$ cat src/rtl/mux_scan_ctrl_pkg.sv
// Shared types for the mux_eight scan sequencer.
// Channel count, select width and FSM state encoding.
package mux_scan_ctrl_pkg;

  localparam int N_CH  = 8;
  localparam int SEL_W = 3;

  typedef enum logic [1:0] {
    IDLE,
    SETTLE,
    HOLD
  } state_e;

endpackage

$ cat src/rtl/mux_scan_next_ch.sv
// Finds the next enabled channel above the current select,
// or the lowest enabled channel when starting a frame.
module mux_scan_next_ch
  import mux_scan_ctrl_pkg::*;
(
  input  logic [N_CH-1:0]  mask_i,
  input  logic [SEL_W-1:0] cur_i,
  input  logic             from_start_i,
  output logic [SEL_W-1:0] nxt_o,
  output logic             found_o
);

  // Descending walk so the lowest qualifying index wins.
  always_comb begin
    nxt_o   = '0;
    found_o = 1'b0;
    for (int i = N_CH - 1; i >= 0; i--) begin
      if (mask_i[i] &&
          (from_start_i || (SEL_W'(i) > cur_i))) begin
        nxt_o   = SEL_W'(i);
        found_o = 1'b1;
      end
    end
  end

endmodule

$ cat src/rtl/mux_scan_ctrl.sv
// Scan sequencer for the 8:1 mux: steps sel through enabled
// channels, samples after settling, hands off 8-bit frames.
module mux_scan_ctrl
  import mux_scan_ctrl_pkg::*;
#(
  parameter int SETTLE_CYCLES = 1
) (
  input  logic             clk,
  input  logic             rst_n,
  input  logic             start,
  input  logic [N_CH-1:0]  ch_mask,
  input  logic             mode,
  input  logic             stop,
  input  logic             mux_in,
  output logic [SEL_W-1:0] sel,
  output logic             busy,
  output logic [N_CH-1:0]  data,
  output logic             data_valid,
  input  logic             data_ready
);

  localparam int CNT_W =
    (SETTLE_CYCLES < 1) ? 1 : $clog2(SETTLE_CYCLES + 1);
  localparam logic [CNT_W-1:0] CNT_LOAD =
    CNT_W'(SETTLE_CYCLES);

  state_e            state_q, state_d;
  logic [SEL_W-1:0]  sel_q, sel_d;
  logic [CNT_W-1:0]  cnt_q, cnt_d;
  logic [N_CH-1:0]   mask_q, mask_d;
  logic              mode_q, mode_d;
  logic              stop_q, stop_d;
  logic [N_CH-1:0]   acc_q, acc_d;
  logic [N_CH-1:0]   data_q, data_d;

  logic [N_CH-1:0]   nc_mask;
  logic              nc_from_start;
  logic [SEL_W-1:0]  nc_nxt;
  logic              nc_found;
  logic [N_CH-1:0]   acc_smp;

  // In IDLE the live mask is searched so sel is valid on entry.
  assign nc_mask       = (state_q == IDLE) ? ch_mask : mask_q;
  assign nc_from_start = (state_q != SETTLE);

  mux_scan_next_ch u_next_ch (
    .mask_i       (nc_mask),
    .cur_i        (sel_q),
    .from_start_i (nc_from_start),
    .nxt_o        (nc_nxt),
    .found_o      (nc_found)
  );

  always_comb begin
    acc_smp        = acc_q;
    acc_smp[sel_q] = mux_in;
  end

  always_comb begin
    state_d = state_q;
    sel_d   = sel_q;
    cnt_d   = cnt_q;
    mask_d  = mask_q;
    mode_d  = mode_q;
    stop_d  = stop_q;
    acc_d   = acc_q;
    data_d  = data_q;

    if (state_q != IDLE && stop) begin
      stop_d = 1'b1;
    end

    unique case (state_q)
      IDLE: begin
        stop_d = 1'b0;
        sel_d  = '0;
        if (start) begin
          mask_d = ch_mask;
          mode_d = mode;
          acc_d  = '0;
          if (nc_found) begin
            sel_d   = nc_nxt;
            cnt_d   = CNT_LOAD;
            state_d = SETTLE;
          end else begin
            data_d  = '0;
            state_d = HOLD;
          end
        end
      end
      SETTLE: begin
        if (cnt_q != '0) begin
          cnt_d = cnt_q - CNT_W'(1);
        end else begin
          acc_d = acc_smp;
          if (nc_found) begin
            sel_d = nc_nxt;
            cnt_d = CNT_LOAD;
          end else begin
            data_d  = acc_smp;
            state_d = HOLD;
          end
        end
      end
      HOLD: begin
        if (data_ready) begin
          // A stop arriving with the handshake still ends the run.
          if (mode_q && !stop_q && !stop) begin
            acc_d = '0;
            if (nc_found) begin
              sel_d   = nc_nxt;
              cnt_d   = CNT_LOAD;
              state_d = SETTLE;
            end else begin
              data_d = '0;
            end
          end else begin
            sel_d   = '0;
            stop_d  = 1'b0;
            state_d = IDLE;
          end
        end
      end
      default: begin
        state_d = IDLE;
      end
    endcase
  end

  always_ff @(posedge clk or negedge rst_n) begin
    if (!rst_n) begin
      state_q <= IDLE;
      sel_q   <= '0;
      cnt_q   <= '0;
      mask_q  <= '0;
      mode_q  <= 1'b0;
      stop_q  <= 1'b0;
      acc_q   <= '0;
      data_q  <= '0;
    end else begin
      state_q <= state_d;
      sel_q   <= sel_d;
      cnt_q   <= cnt_d;
      mask_q  <= mask_d;
      mode_q  <= mode_d;
      stop_q  <= stop_d;
      acc_q   <= acc_d;
      data_q  <= data_d;
    end
  end

  assign sel        = sel_q;
  assign busy       = (state_q != IDLE);
  assign data       = data_q;
  assign data_valid = (state_q == HOLD);

endmodule

$ cat config.mk
export PLATFORM = sky130hd
export DESIGN_NAME = mux_scan_ctrl
export DESIGN_NICKNAME = d
export VERILOG_FILES = /design/src/rtl/mux_scan_ctrl_pkg.sv /design/src/rtl/mux_scan_next_ch.sv /design/src/rtl/mux_scan_ctrl.sv
export SDC_FILE = /design/constraint.sdc
export NUM_CORES = 1
export LEC_CHECK = 0
export ABC_AREA = 0
export BUFFER_PORTS_ARGS = -buffer_cell sky130_fd_sc_hd__buf_4
export CORE_ASPECT_RATIO = 0.8
export CORE_MARGIN = 4
export CORE_UTILIZATION = 50
export CTS_BUF_LIST = sky130_fd_sc_hd__clkbuf_8
export CTS_CLUSTER_DIAMETER = 50
export DETAILED_ROUTE_END_ITERATION = 10
export GPL_TIMING_DRIVEN = 0
export PLACE_DENSITY = 0.71
export SLEW_MARGIN = 25
export SYNTH_ARGS = -nofsm -noshare
export SYNTH_HDL_FRONTEND = slang
export SYNTH_SLANG_ARGS = --single-unit
$ cat constraint.sdc
create_clock -name clk -period 4.8 [get_ports clk]
set_clock_uncertainty 0.15 [all_clocks]
set_input_delay 0.24 -clock clk [delete_from_list [all_inputs] [get_ports clk]]
set_output_delay 0.24 -clock clk [all_outputs]
set_load 0.01 [all_outputs]
==> metrics.yaml, run 1 <==
run_status:
  status: "finished clean"
power_and_ir_drop:
  clock_power_share_pct: 17.5
  p_int_uw: 723
  switchingPower_uw: 477
  pwr_density_cell_mw_per_mm2: 543
  p_leak_nw: 1.06
  peakVddDrop_mv: 0.329
  netSwitchingFraction_pct: 39.7
  pwr-share-comb_pct: 49.5
  seqPwrFrac_pct: 33.0
critical_path:
  reg2reg_depth: 11
  crit_end: "data[1]"
  crit_buf_inv: 4
  critical-path-top-delay-family: "simple AND/OR/NAND/NOR gates"
  r2r-start: "state_q[0]"
  start_kind: "flop"
  slowest_delay_ps: 500
  cp_max_fo: 10
  worstSetupStartpoint: "state_q[0]"
  critPathCaptureType: "flop"
  worst-endpoint-arrival_ps: 3230
  r2r_slack_ps: 1580
  crit_cells: 11
  crit_slowest_cell: "or4b_4"
  crit_top_cell: "buf_6"
  crit_chain: "inv_1 > ha_1 > buf_6 > mux2i_1 > nor2_1 > or4b_4 > or2_1 > buf_6 > or2_1 > buf_6 > mux2_4"
  cp.required_ps: 4810
  r2r_end: "data[1]"
  crit_type: "flop to flop"
final_layout:
  fillers: 299
  layout_common_cells: "dfrtp_1 (32), buf_4 (26), mux2_2 (17)"
  n_antenna_cell: 0
  fin_nets: 228
  layout-drive-gt1-share_pct: 31.1
  seq_area_um2: 801
  final_util_pct: 62.8
  area_growth_pct: 18.7
  multi_input_area_um2: 982
  final_common_cell: "dfrtp_1"
sta:
  final_min_period_over_clock_period_pct: 67.1
  fmax_ghz: 0.310
  fin_crit_ps: 3220
  max_slew_margin_pct: 66.3
  tightest_slew_ps: 502
  tns_ps: 0
  whs_ps: 21.3
  hold_viol: 0
  grt_setup_unrepaired: "no"
  drv_slew: 0
  setup_viol: 0
logic_synthesis:
  async_reset_ff_share_pct: 100
  ys_seq_area_share_pct: 43.0
  synthesis.area_mm2: 0.00186
  ys_ff_latch: 32
  yosysWarningCount: 0
  avgSynthCellArea_um2: 10.7
  syn_nets: 194
  synth_edf_count: 0
  synth_cell_types: 42
  synth_ff_type: "dfrtp_1"
  synthCells: 174
floorplanning:
  coreArea_mm2: 0.00352
  initial_core_util_pct: 53.0
  die_h_um: 62.6
  fp.dieW_um: 76.2
  pin_count: 28
  row_count: 19
  die_area_mm2: 0.00477
clocking:
  cts_tree: "yes"
  path_clk_slew_ps: 70
  cts_resized: 0
  cts.sinks: 32
  root_buffer: "clkbuf_8"
  clkLatencyLatePin_ps: 280
  clockBufferDepth: 2
  numCtsBuffers: 5
  h-tree-depth: 2
global_routing:
  grt_max_degree: 33
  antenna_found_initial: 0
  grt_overflow: 0
  grt_usage_pct: 17.7
  grt_pass1_vias: 1477
  grt_pass1_wl_mm: 6.89
placed_design:
  portBuffers: 26
  gp_congestion: 0.973
  hpwl_mm: 2.97
routing:
  vias: 1438
  first_pass_iters: 4
  drc: 0
  wl_mm: 4.05
  dr.first_iter.drc_count: 91
  viasPerCell: 5.73
  ant_nets: 0
  routedWlPerCell_um: 16.1
hold_path:
  hp-class: "primary input to flop"
  holdPathStages: 2
job:
  drv_cap: 0
==> through the flow <==
step | cell area (µm²) | power, mW | setup slack, ps | instances
after floorplan | 1860 | 0.832 | 1870 | 174
after global placement | 2110 | 0.959 | 1640 | 242
after detailed placement | 2110 | 0.984 | 1610 | 242
after CTS | 2210 | 1.20 | 1600 | 251
after global routing | 2210 | 1.29 | 1400 | 251
final | 2210 | 1.20 | 1580 | 251
==> power by group through the flow <==
stage	Sequential, mW	Combinational, mW	Clock (mW)
6_report	0.396	0.594	0.210
5_1_grt	0.404	0.657	0.227
4_1_cts	0.394	0.588	0.218
3_5_place_dp	0.399	0.584	0
3_3_place_gp	0.393	0.566	0
2_1_floorplan	0.387	0.445	0
==> layer usage <==
metal  wire [µm]  vias to the layer above  share of wire, %  global-route usage (%)
met4          21                        0              0.52                    6.33
met3         177                        2               4.4                    5.04
met1        2000                      704                49                    23.9
met2        1840                       36                46                    27.3
li1            -                      696                 -                       -
met5           0                        -                 0                       0
==> Yosys cell counts, drive strengths merged (4+ instances only) <==
| cell type | count | share of area, % |
|---|---|---|
| nand3 | 6 | 1.6 |
| nand2b | 4 | 1.3 |
| o211ai | 4 | 1.6 |
| clkbuf | 5 | 1.0 |
| mux2 | 24 | 16 |
| nand2 | 13 | 2.6 |
| a21oi | 5 | 1.3 |
| ha | 5 | 3.4 |
| buf | 5 | 2.3 |
| mux2i | 10 | 5.4 |
| dfrtp | 32 | 43 |
| nor2 | 13 | 2.6 |
| o21ai | 10 | 2.7 |
| inv | 5 | 1.0 |
==> logic make-up after synthesis <==
logic type | share of synthesized area (%)
AOI/OAI and AO/OA | 14.1
adders and majority gates | 3.36
buffers and inverters | 4.30
muxes | 21.3
DFF | 43.0
and+or+nand+nor | 14.0
==> flip-flops by register name (all words and copies together), names as in the netlist <==
register / flops
mode_q: 1
cnt_q: 1
mask_q: 8
stop_q: 1
acc_q: 8
data: 8
state_q: 2
sel: 3
==> what timing repair did <==
item | 4_1_cts | 5_1_grt
buffers inserted | 0 | 0
hold endpoints to repair | 32 | 0
hold buffers | 1 | 0
==> how the worst min path moves through the flow <==
stage	slack [ps]	start	to
floorplan	-210	rst_n	acc_q[0]
global placement	50	rst_n	stop_q
detailed placement	60	rst_n	state_q[1]
CTS	10	data_ready	stop_q
global route	30	data_ready	stop_q
finish	20	data_ready	stop_q
==> final cells by class <==
type	count	area share, %
plain buffers	10	2.77
multi-input cells	127	44.4
repair buffers	27	9.28
clock buffers	6	3.74
well taps	42	2.38
clock inverters	2	0.340
flip-flops and latches	32	36.2
inverters	5	0.849
(Power assumes the default switching activity.)
==> run 2: changes to the inputs <==
--- a/config.mk
+++ b/config.mk
@@ -14,7 +14,7 @@
 export CTS_CLUSTER_DIAMETER = 50
 export DETAILED_ROUTE_END_ITERATION = 10
 export GPL_TIMING_DRIVEN = 0
-export PLACE_DENSITY = 0.71
+export PLACE_DENSITY = 0.74
 export SLEW_MARGIN = 25
 export SYNTH_ARGS = -nofsm -noshare
 export SYNTH_HDL_FRONTEND = slang
==> constraint.sdc (replaced) <==
create_clock -name clk -period 2.7 [get_ports clk]
set_clock_uncertainty 0.15 [all_clocks]
set_input_delay 0.135 -clock clk [delete_from_list [all_inputs] [get_ports clk]]
set_output_delay 0.135 -clock clk [all_outputs]
set_load 0.01 [all_outputs]
==> run 2 against run 1 <==
  * The run now ends with negative setup slack left
  * Die area is the same
  * Total power grew 100%
  * Core utilization grew 7.9 points
  * Sequential cell count is the same
  * Critical path type unchanged
  * Highest routed layer unchanged
==> metrics.yaml, run 2 (synthesized netlist as in run 1, its figures left out) <==
global_routing:
  grt_max_degree: 33  # unchanged
  grt_usage_pct: 19.5  # +1.8 points
  grt_pass1_wl_mm: 7.38  # +7.1%
  antenna_found_initial: 0  # unchanged
  grt_overflow: 0  # unchanged
  grt_pass1_vias: 1616  # +9.4%
routing:
  routedWlPerCell_um: 16.1  # -0.31%
  ant_nets: 0  # unchanged
  wl_mm: 4.39  # +8.4%
  first_pass_iters: 4  # unchanged
  vias: 1538  # +7.0%
  drc: 0  # unchanged
  viasPerCell: 5.63  # -1.7%
  dr.first_iter.drc_count: 118  # +30%
job:
  drv_cap: 0  # unchanged
power_and_ir_drop:
  switchingPower_uw: 962  # +100%
  clock_power_share_pct: 16.0  # -1.5 points
  p_int_mw: 1.47  # +100%
  seqPwrFrac_pct: 29.0  # -4.0 points
  peakVddDrop_mv: 0.532  # +62%
  netSwitchingFraction_pct: 39.6  # -0.15 points
  pwr_density_cell_mw_per_mm2: 977  # +80%
  pwr-share-comb_pct: 54.9  # +5.4 points
  p_leak_nw: 1.16  # +9.9%
final_layout:
  area_growth_pct: 33.6
  final_util_pct: 70.7  # +7.9 points
  fin_nets: 250  # +9.6%
  final_common_cell: "buf_4"
  instances_no_fill: 273  # +8.8%
  n_antenna_cell: 0  # unchanged
  fillers: 271  # -9.4%
  layout-drive-gt1-share_pct: 39.8  # +8.7 points
  layout_common_cells: "buf_4 (39), dfrtp_1 (30), mux2_2 (17)"
  stdcell_area_mm2: 0.00249  # +13%
sta:
  hold_viol: 0  # unchanged
  tightest_slew_ps: 477  # -24.8 ps
  whs_ps: 96.2  # +74.8 ps
  max_slew_margin_pct: 67.9  # +1.6 points
  setup_viol: 9  # +9
  final_min_period_over_clock_period_pct: 105  # +38 points
  fin_crit_ps: 2840  # -378 ps
  grt_setup_unrepaired: "yes"
  drv_slew: 0  # unchanged
  fmax_ghz: 0.352  # +13%
  finalWorstSetupSlack_ps: -145  # -1720 ps
clocking:
  clockBufferDepth: 2  # unchanged
  numCtsBuffers: 5  # unchanged
  clkLatencyLatePin_ps: 290  # about the same
  cts.sinks: 32  # unchanged
  cts_tree: "yes"
  root_buffer: "clkbuf_8"
  h-tree-depth: 2  # unchanged
  path_clk_slew_ps: 80  # about the same
critical_path:
  crit_slowest_cell: "or4b_4"
  reg2reg_depth: 10  # -1
  crit_buf_inv: 3  # -1
  start_kind: "flop"
  critical-path-top-delay-family: "simple AND/OR/NAND/NOR gates"
  r2r-start: "state_q[1]"
  cp.required_ps: 2720  # -2090 ps
  r2r_end: "data[2]"
  crit_type: "flop to flop"
  critPathCaptureType: "flop"
  r2r_slack_ps: -140  # -1720 ps
  slowest_delay_ps: 490  # about the same
  worst-endpoint-arrival_ps: 2870  # -360 ps
  cp_max_fo: 8  # -2
  crit_chain: "inv_4 > ha_4 > buf_4 > or2_2 > o221ai_2 > or4b_4 > or2_4 > or2_1 > buf_6 > mux2_4"
hold_path:
  hp-class: "primary input to flop"
  holdPathStages: 3  # +1
  timing.hold.worst.start: "stop"
  min_to: "stop_q"
placed_design:
  dpl.cell_count: 242  # unchanged
  portBuffers: 26  # unchanged
  hpwl_mm: 2.90  # -2.6%
  gp_congestion: 0.950  # -2.4%
  place_area_mm2: 0.00214  # +1.2%
run_status:
  status: "finished, violations left"
  violations: "negative setup slack"
floorplanning:
  coreArea_mm2: 0.00352  # unchanged
  initial_core_util_pct: 53.0  # unchanged
  row_count: 19  # unchanged
  die_h_um: 62.6  # unchanged
  die_area_mm2: 0.00477  # unchanged
  pin_count: 28  # unchanged
  fp.dieW_um: 76.2  # unchanged
run 2: what timing repair did:
action,in CTS,in global routing
gates resized for setup,6,11
gates cloned,0,0
hold endpoints to repair,42,0
buffers inserted,11,2
pin swaps,3,4
hold buffers,11,0
endpoints found under the setup margin,12,13
run 2: metrics by stage:
stage,power [mW],setup WS [ps],setup TNS [ps]
3_3_place_gp,1.76,-257,-2090
3_5_place_dp,1.80,-333,-2870
5_1_grt,2.61,-201,-1690
4_1_cts,2.33,-187,-1540
2_1_floorplan,1.52,-97.4,-682
6_report,2.43,-145,-1130
run 2: tightest hold or removal path: cells and delay by family:
kind            cells  cell delay (ps)
simple gates        1              170
buf+inv             1              110
compound gates      1               70
run 2: layout make-up:
type	instances	area, µm²	share of cell area (%)
Multi-Input combinational cell	127	1050	42.3
Sequential cell	32	803	32.3
Timing Repair Buffer	50	407	16.3
Clock buffer	6	82.6	3.32
Buffer	9	57.6	2.31
Tap cell	42	52.6	2.11
Inverter	5	23.8	0.955
Clock inverter	2	10.0	0.402
run 2: power groups by stage:
stage | registers (mW) | logic [mW] | clock network, mW
2_1_floorplan | 0.695 | 0.821 | 0
3_3_place_gp | 0.705 | 1.05 | 0
3_5_place_dp | 0.717 | 1.08 | 0
4_1_cts | 0.696 | 1.24 | 0.398
5_1_grt | 0.721 | 1.47 | 0.418
6_report | 0.706 | 1.34 | 0.390
run 2: worst max path at each step:
stage	startpoint	end	slack, ps	cells after the start
detailed placement	state_q[1]	data[1]	-330	11
global placement	state_q[1]	data[1]	-260	11
floorplan	state_q[0]	data[0]	-100	11
finish	state_q[1]	data[2]	-140	10
CTS	state_q[1]	data[2]	-190	11
global route	state_q[0]	data[6]	-200	10
run 2: layer usage:
metal / global-route usage, % / vias up / share of wire, %
met3: 4.47 / 8 / 4.5
met5: 0 / - / 0
met2: 32.7 / 33 / 48
met1: 24.4 / 756 / 46
met4: 7.69 / 0 / 1.5
li1: - / 741 / -
==> run 3: changes to the inputs <==
--- a/config.mk
+++ b/config.mk
@@ -18,4 +18,5 @@
 export SLEW_MARGIN = 25
 export SYNTH_ARGS = -nofsm -noshare
 export SYNTH_HDL_FRONTEND = slang
+export SYNTH_HIERARCHICAL = 1
 export SYNTH_SLANG_ARGS = --single-unit
==> run 3 against run 2 <==
  * The run still ends with negative setup slack left
  * Via count is 8.3% higher
  * Core utilization is 5.5 points higher
  * Wire length is 17% higher
  * Fmax is 0.66% higher
  * Count of clock-buffer cells in the layout is 1 higher
==> metrics.yaml, run 3 <==
run_status:
  status: "finished, violations left"
  violations: "negative setup slack"
sta:
  setup_viol: 13  # +4
  finalWorstSetupSlack_ps: -126  # +18.5 ps
  drv_slew: 0  # unchanged
  tightest_slew_ps: 777  # +300 ps
  fin_crit_ps: 2830  # -18.5 ps
  max_slew_margin_pct: 46.9  # -21 points
  final_min_period_over_clock_period_pct: 105  # -0.69 points
  hold_viol: 0  # unchanged
  fmax_ghz: 0.354  # +0.66%
  grt_setup_unrepaired: "yes"
routing:
  wl_mm: 5.11  # +17%
  drc: 0  # unchanged
  first_pass_iters: 4  # unchanged
  ant_nets: 0  # unchanged
  viasPerCell: 5.84  # +3.7%
  routedWlPerCell_um: 17.9  # +12%
  dr.first_iter.drc_count: 147  # +25%
  vias: 1665  # +8.3%
logic_synthesis:
  synth_xor_area_share_pct: 0  # unchanged
  synthesis.area_mm2: 0.00192  # +3.2%
  yosys.area_share.simple_pct: 14.7  # +0.74 points
  syn_nets: 194  # unchanged
  synth_top_area_share_pct: 41.7  # -1.3 points
  async_reset_ff_share_pct: 100  # unchanged
  synth_ff_type: "dfrtp_1"
  ys_ff_latch: 32  # unchanged
  synthAdderAreaFrac_pct: 2.60  # -0.75 points
  synth_area_leaders: "dfrtp_1 (42%), mux2_2 (19%), mux2i_1 (5.2%), ha_1 (2.6%), nor2b_1 (2.3%)"
  yosysWarningCount: 6  # +6
  synthCells: 175  # +0.57%
  avgSynthCellArea_um2: 11.0  # +2.6%
  synth_compound_area_share_pct: 13.5  # -0.63 points
  ys_seq_area_share_pct: 41.7  # -1.3 points
  muxShareOfSynthArea_pct: 24.0  # +2.7 points
  synth.largest_area_cell: "dfrtp_1"
  synthTopCellsByCount: "dfrtp_1 (32), mux2_2 (32), nor2_1 (11)"
  synth_cell_types: 43  # +2.4%
  synth_top_family_by_area: "multiplexers"
  synth_edf_count: 0  # unchanged
critical_path:
  start_kind: "flop"
  crit_type: "flop to flop"
  cp.required_ps: 2720  # about the same
  worst-endpoint-arrival_ps: 2850  # -20 ps
  critPathCaptureType: "flop"
  cp_max_fo: 8  # unchanged
final_layout:
  fin_nets: 261  # +4.4%
  seq_area_um2: 802  # -0.16%
  layout_common_cells: "buf_4 (47), dfrtp_1 (31), mux2_2 (23)"
  instances_no_fill: 285  # +4.4%
  multi_input_area_mm2: 0.00117  # +11%
  stdcell_area_mm2: 0.00272  # +9.3%
  layout-drive-gt1-share_pct: 45.7  # +5.9 points
  fillers: 230  # -15%
  area_growth_pct: 41.5
  final_common_cell: "buf_4"
  n_antenna_cell: 0  # unchanged
placed_design:
  place_area_mm2: 0.00221  # +3.3%
  hpwl_mm: 3.15  # +8.8%
  dpl.cell_count: 244  # +0.83%
  gp_congestion: 0.890  # -6.3%
  place_ws_ps: -417  # -83.6 ps
  portBuffers: 27  # +3.8%
floorplanning:
  die_area_mm2: 0.00491  # +2.8%
  initial_core_util_pct: 53.9  # +0.94 points
  row_count: 19  # unchanged
  coreArea_mm2: 0.00357  # +1.4%
  pin_count: 28  # unchanged
  die_h_um: 63.5  # +1.4%
  fp.dieW_um: 77.3  # +1.4%
clocking:
  path_clk_slew_ps: 70  # about the same
  cts_tree: "yes"
  clockBufferDepth: 2  # unchanged
  clkLatencyLatePin_ps: 290  # about the same
  cts.sinks: 32  # unchanged
  h-tree-depth: 2  # unchanged
  numCtsBuffers: 5  # unchanged
  root_buffer: "clkbuf_8"
power_and_ir_drop:
  pwr_density_cell_mw_per_mm2: 1150  # +18%
  finalPower_mw: 3.13  # +29%
  p_leak_nw: 1.25  # +7.5%
  peakVddDrop_mv: 0.785  # +48%
global_routing:
  gr-usage-met3_pct: 4.42  # -0.051 points
  grt.busiest_layer: "met2"
  antenna_found_initial: 0  # unchanged
  grtUsageMet2_pct: 35.5  # +2.8 points
  use_met1_pct: 25.2  # +0.84 points
  grt_usage_pct: 20.8  # +1.3 points
  grt_max_degree: 33  # unchanged
  grt_overflow: 0  # unchanged
  grt_pass1_vias: 1738  # +7.5%
  grt_pass1_wl_mm: 8.14  # +10%
hold_path:
  hp-class: "primary input to flop"
job:
  drv_cap: 0  # unchanged
[run 3: worst paths after layout]
check                             endpoint  slack, ps  depth (start not counted)       start
worst max-delay path               data[2]       -130                         12  state_q[1]
worst min-delay path                stop_q         20                          3        stop
worst max register to register     data[2]       -130                         12  state_q[1]
worst min register to register   mask_q[2]        360                          1   mask_q[2]
max in group asynchronous       state_q[0]       1880                          2       rst_n
min in group asynchronous        mask_q[5]        160                          2       rst_n
[run 3: final cells by class]
type,instances,share of cell area (%)
buffer,7,1.98
clock buffer,7,3.54
clock inverter,1,1.10
inverter,7,1.15
multi-input combinational,129,43.0
sequential,32,29.5
tap,42,1.93
timing repair buffer,60,17.8
[run 3: repair_timing]
action                                  4_1_cts  5_1_grt
pin swaps                                     7        7
endpoints found under the setup margin       13       14
hold buffers                                 11        0
gates resized for setup                       8       17
endpoints found under the hold margin        42        0
buffers inserted                             14        8
[run 3: worst max-delay path, cell delays in order (launching register included)]
cell	delay, ps
dfrtp_1	410
inv_2	90
ha_4	150
buf_8	130
mux2_4	310
nor2b_4	130
o22a_1	230
nor2_1	150
nand4_1	130
buf_6	170
and2b_1	200
buf_6	160
mux2_4	310
[run 3: cell families (layout without fill, tap and decap cells)]
| family | after synthesis | in the layout |
|---|---|---|
| simple gates | 50 | 50 |
| buf+inv | 14 | 82 |
| mux | 42 | 42 |
| flops | 32 | 32 |
| fa+ha+maj | 4 | 4 |
| compound gates | 33 | 33 |
[run 3: power breakdown]
group          switching [mW]  internal, mW
Clock                   0.183         0.326
Sequential              0.132         0.646
Combinational           0.871         0.974
Total                    1.19          1.95
[run 3: stage by stage]
step                utilization [%]  TNS (ps)  hold WS [ps]
finish                         76.3     -1150          23.5
global route                   76.3     -2540          31.3
CTS                            72.5     -1310          19.5
detailed placement             61.9     -4040         -47.1
global placement               61.9     -2960         -56.2
floorplan                         -         0          -311
[run 3: routing by layer]
layer / routed length [µm] / share of wire [%]
met1: 2170 / 42
met2: 2550 / 50
met3: 251 / 4.9
met4: 144 / 2.8
met5: 0 / 0
